$ cat config.mk
export PLATFORM = sky130hd
export DESIGN_NAME = frame_accumulator
export DESIGN_NICKNAME = d
export VERILOG_FILES = /design/src/rtl/frame_accumulator.sv
export SDC_FILE = /design/constraint.sdc
export NUM_CORES = 1
export LEC_CHECK = 0
export CAP_MARGIN = 15
export CORE_MARGIN = 2
export CORE_UTILIZATION = 52
export CTS_BUF_LIST = sky130_fd_sc_hd__clkbuf_4 sky130_fd_sc_hd__clkbuf_8
export CTS_CLUSTER_SIZE = 25
export DETAILED_ROUTE_END_ITERATION = 10
export HOLD_SLACK_MARGIN = 0.06
export PLACE_DENSITY = 0.83
export RECOVER_POWER = 100
export SYNTH_ARGS = -nofsm -noshare
export SYNTH_HDL_FRONTEND = slang
export SYNTH_SLANG_ARGS = --single-unit
$ cat constraint.sdc
create_clock -name clk -period 5.08 [get_ports clk]
set_clock_uncertainty 0.2 [all_clocks]
set_input_delay 0.762 -clock clk [delete_from_list [all_inputs] [get_ports clk]]
set_output_delay 0.762 -clock clk [all_outputs]
set_load 0.1 [all_outputs]
$ cat src/rtl/frame_accumulator.sv
// Fixed-length block summer: adds COUNT unsigned samples through a ripple-carry adder and
// hands the wrapped total plus a sticky carry flag to a valid/ready consumer.

module ripple_carry_adder #(
  parameter int unsigned WIDTH = 8
) (
  input  logic [WIDTH-1:0] in0,
  input  logic [WIDTH-1:0] in1,
  input  logic             carry_in,
  output logic [WIDTH-1:0] sum,
  output logic             carry_out
);

  logic carry;

  always_comb begin
    carry = carry_in;
    sum   = '0;
    for (int unsigned i = 0; i < WIDTH; i++) begin
      sum[i] = in0[i] ^ in1[i] ^ carry;
      carry  = (in0[i] & in1[i]) | (carry & (in0[i] ^ in1[i]));
    end
    carry_out = carry;
  end

endmodule

module frame_accumulator #(
  parameter int unsigned WIDTH = 8,
  parameter int unsigned COUNT = 4
) (
  input  logic             clk,
  input  logic             rst,
  input  logic             in_valid,
  output logic             in_ready,
  input  logic [WIDTH-1:0] in_data,
  output logic             out_valid,
  input  logic             out_ready,
  output logic [WIDTH-1:0] out_sum,
  output logic             out_overflow
);

  localparam int unsigned CW = (COUNT > 1) ? $clog2(COUNT) : 1;
  localparam logic [CW-1:0] LAST = CW'(COUNT - 1);

  logic [WIDTH-1:0] acc;
  logic [WIDTH-1:0] next_acc;
  logic [CW-1:0]    cnt;
  logic             ovf;
  logic             c;
  logic             accept;
  logic             drain;

  ripple_carry_adder #(
    .WIDTH(WIDTH)
  ) u_adder (
    .in0      (acc),
    .in1      (in_data),
    .carry_in (1'b0),
    .sum      (next_acc),
    .carry_out(c)
  );

  // Ready ignores in_valid so the producer never sees a combinational loop through us.
  assign in_ready = !out_valid || out_ready;
  assign accept   = in_valid && in_ready;
  assign drain    = out_valid && out_ready;

  always_ff @(posedge clk or posedge rst) begin
    if (rst) begin
      acc          <= '0;
      cnt          <= '0;
      ovf          <= 1'b0;
      out_valid    <= 1'b0;
      out_sum      <= '0;
      out_overflow <= 1'b0;
    end else begin
      if (drain) begin
        out_valid <= 1'b0;
      end
      if (accept) begin
        if (cnt == LAST) begin
          // Frame end wins over a same-cycle drain, so back-to-back results keep flowing.
          out_sum      <= next_acc;
          out_overflow <= ovf | c;
          out_valid    <= 1'b1;
          acc          <= '0;
          ovf          <= 1'b0;
          cnt          <= '0;
        end else begin
          acc <= next_acc;
          ovf <= ovf | c;
          cnt <= cnt + 1'b1;
        end
      end
    end
  end

endmodule

-- After elaboration in Yosys (flattened, before gate mapping)
Cells that the tools add are included.
- register bits after elaboration: 21
- add/subtract/negate cells: 1
- eq/ne operators: 1
- muxes and demuxes: 6
- bitwise logic cells: 38
- reductions and logical operators: 5
- operator list (cell ; count):
    AND 1 bit ; 15
    bitwise XOR 1 bit ; 15
    two-way mux 8 bit ; 1
    OR 1 bit ; 8
    two-way mux 1 bit ; 4
    adder 2 x 1 -> 2 bit (second input constant) ; 1
    == test 2 bit (second input constant) ; 1
    logical AND 1 bit ; 2
    two-way mux 2 bit ; 1
    AND reduction 2 bit ; 1
    logical NOT 1 bit ; 1
    logical OR 1 bit ; 1

-- Logic depth before layout (Yosys ltp)
Gate-level depths: netlist of run 1.
- word-level depth: 17
- depth in mapped cells: 14
- depth with buffers taken out: 14

-- By module
Synthesis of run 1 repeated with hierarchy kept, for this count alone.
- cells, all modules: 80
- area total of the unflattened synthesis: 1141.1 µm²
- by module, submodules not included (module ; times used ; cells each ; area an instance (µm²) ; sequential area each (µm²)):
    frame_accumulator ; 1 ; 62 ; 943.4 ; 525.5
    ripple_carry_adder ; 1 ; 18 ; 197.7 ; 0.0

-- Worst setup path after synthesis of run 1
No wires, ideal clock.
- path kind: input port to flip-flop
- start: input port in_data[0]
- end: register acc[7]
- library setup time: 0.125 ns
- data arrival time: 3.642 ns
- slack: 1.113 ns
- stages: 14
- buffers on the path: 0
- cells stage by stage: ha_1 -> inv_1 -> fa_1 -> fa_1 -> fa_1 -> inv_1 -> fa_1 -> inv_1 -> fa_1 -> inv_1 -> fa_1 -> fa_1 -> nor2b_1 -> mux2_2
- longest elaborated chain between the ends: 15
- ends and longest elaborated chain (item ; RTL line ; source):
    start, declared ; 36 ; input logic [WIDTH-1:0] in_data,
    AND 1 bit (2 in a row) ; 21 ; carry = (in0[i] & in1[i]) | (carry & (in0[i] ^ in1[i]));
    OR 1 bit ; 21 ;
    AND 1 bit ; 21 ;
    OR 1 bit ; 21 ;
    AND 1 bit ; 21 ;
    OR 1 bit ; 21 ;
    AND 1 bit ; 21 ;
    OR 1 bit ; 21 ;
    AND 1 bit ; 21 ;
    OR 1 bit ; 21 ;
    AND 1 bit ; 21 ;
    OR 1 bit ; 21 ;
    bitwise XOR 1 bit ; 20 ; sum[i] = in0[i] ^ in1[i] ^ carry;
    via next_acc[7] ; 47 ; logic [WIDTH-1:0] next_acc;
    two-way mux 8 bit ; 82 ; if (cnt == LAST) begin
    end signal, assigned ; 91 ; acc <= next_acc;
    end, declared ; 46 ; logic [WIDTH-1:0] acc;
The timed path passes the listed nets, and every way through them passes these cells.
A chain may end at the register's enable or synchronous reset.

-- Worst setup path in the final report of run 1
Ends and elaborated chain as after synthesis.

==> out/metrics.yaml, run 1 <==
die_x_um: 50.2
cts_max_level: 1
ys_ff_latch: 21
yosysSeqAreaShare: 0.474
dr.first_iter.drc_count: 10
rsz0062_at_grt: "no"
synth_area_leaders: "dfrtp_1 (47%), fa_1 (13%), mux2_2 (10%)"
ios: 23
globalRouteTotalUtil: 0.186
post_cts_resized: 0
yosys.area.top_type: "dfrtp_1"
hold_ws_ps: 305
timing.final.ws_setup_ps: 743
rows: 16
start_kind: "input pin"
drive_gt1_frac: 0.145
relSlewSlack: 0.298
worstHoldPathType: "reg2reg"
die_area_um2: 2520
area_delta_synth_final_pct: 20.9
syn_area_um2: 1110
worst_slew_pin_slew_ps: 1050
worstPathRequired_ps: 5090
core-area_um2: 1980
dp_slack_ps: 447
synth_warnings: 0
grt-ovfl-total: 0
grt_max_degree: 22
finalCriticalPeriod_ps: 4340
path_clk_slew_ps: 120
antenna_found_initial: 0
status: "finished, final reports clean"
gp_congestion: 0.741
io_buffers: 22
critPathArrivalTime_ps: 4350
cts_tree: "yes"
criticalPathCategory: "in2reg"
crit_fanout: 2
clk_latency_ps: 310
start_util: 0.560
vias: 662
first_global_vias: 755
netlist_top_cells_count: "dfrtp_1 (21), inv_1 (18), mux2_2 (10)"
dp_hpwl_um: 1370
num_antenna_cells: 0
cts_buffers: 3
finalSetupTns_ps: 0
final_nets: 132
drtAntennaViolNets: 0
worstHoldStart: "out_sum[6]$_DFFE_PP0P_"
syn_nets: 107
drv_slew: 0
synth_edf_count: 0
cts-root-buf: "clkbuf_4"
grt_pass1_wl_um: 3480
synth_ff_type: "dfrtp_1"
end_kind: "flip-flop"
synth_area_per_cell_um2: 12.9
drt-wirelength-per-cell_um: 13.1
cap_violations: 0
synth_most_common_cell: "dfrtp_1"
setup_violations: 0
timing.rr.start: "acc[0]$_DFFE_PP0P_"
ys_types: 16
hold_buffers: 0
synth_top_area_frac: 0.474
postCtsSetupRepairBufs: 0
firstDrtPassIters: 4
clock-sinks: 21
hold_viol: 0
drcViolationCount: 0
period_share: 0.854
vias_per_cell: 4.83
async_flop_share: 1.00
synthCells: 86
startpoint: "in_data[0]"
wirelength_um: 1790
die_y_um: 50.2
cts_max_path_buffers: 2
max_freq_ghz: 0.231
[kinds of logic (layout without fill, tap and decap cells)]
| kind of cell | after synthesis | in the layout | share of synthesized area |
|---|---|---|---|
| adders and majority gates | 9 | 9 | 0.149 |
| DFF | 21 | 21 | 0.474 |
| muxes | 19 | 19 | 0.201 |
| buffers and inverters | 20 | 44 | 0.0857 |
| AOI/OAI and AO/OA | 1 | 1 | 0.00564 |
| and+or+nand+nor | 16 | 16 | 0.0857 |
[path summary, 6_finish.rpt]
path	to	slack, ps	cells past startpoint
worst max register to register	acc[7]$_DFFE_PP0P_	1370	14
worst min register to register	out_sum[6]$_DFFE_PP0P_	300	1
worst min-delay path	out_sum[6]$_DFFE_PP0P_	300	1
worst max-delay path	acc[7]$_DFFE_PP0P_	740	15
max in group asynchronous	acc[5]$_DFFE_PP0P_	3330	2
min in group asynchronous	cnt[1]$_DFFE_PP0P_	840	2
[stage by stage]
step,cell area (um^2),util,cells
final,1340,0.677,137
after global routing,1340,0.677,137
after CTS,1370,0.689,137
after detailed placement,1340,0.674,133
after global placement,1340,0.674,133
after floorplan,1110,-,86
[layout make-up]
type | instances | area (um^2)
Fill cell | 146 | 641
Sequential cell | 21 | 526
Multi-Input combinational cell | 45 | 464
Timing Repair Buffer | 22 | 220
Inverter | 18 | 67.6
Tap cell | 27 | 33.8
Clock buffer | 4 | 30.0
[worst max-delay path: stages]
cell and delay (ps):
dlygate4sd3_1 530, ha_1 150, inv_1 50, fa_1 370, fa_1 380, fa_1 360, inv_1 70, fa_1 150
inv_1 50, fa_1 360, inv_1 80, fa_1 170, fa_1 430, nor2b_1 150, mux2_2 270
[layer usage]
| metal | track usage | vias up | wire [um] |
|---|---|---|---|
| li1 | - | 315 | - |
| met1 | 0.228 | 332 | 783 |
| met2 | 0.309 | 12 | 915 |
| met3 | 0.0476 | 3 | 62 |
| met4 | 0.0833 | 0 | 29 |
| met5 | 0 | - | 0 |
[state kept, by name, summed over array words and instances, names as in the netlist]
name          flops
acc               8
cnt               2
out_overflow      1
ovf               1
out_sum           8
out_valid         1
[layout by cell type, fill, tap and decap left out]
cell type	count
inv_1	18
mux2_1	4
clkbuf_4	4
nor2b_1	5
nand2_1	2
nor2_1	7
a31oi_1	1
mux2i_1	5
nand2b_4	1
dfrtp_1	21
nand2_2	1
ha_1	2
clkdlybuf4s50_1	8
dlygate4sd3_1	14
fa_1	7
mux2_2	10
Power of run 1 is left out: the tool's default activity adds up to more than one toggle a clock period on the data nets, which glitch-free logic cannot reach.
==> run 2, diff against run 1 <==
--- a/config.mk
+++ b/config.mk
@@ -14,6 +14,7 @@
 export HOLD_SLACK_MARGIN = 0.06
 export PLACE_DENSITY = 0.83
 export RECOVER_POWER = 100
+export SLEW_MARGIN = 20
 export SYNTH_ARGS = -nofsm -noshare
 export SYNTH_HDL_FRONTEND = slang
 export SYNTH_SLANG_ARGS = --single-unit
==> results of run 2 <==
Same layout as run 1: the final DEF is identical, and so are final timing and power.
Power of run 2 is left out for the same reason.
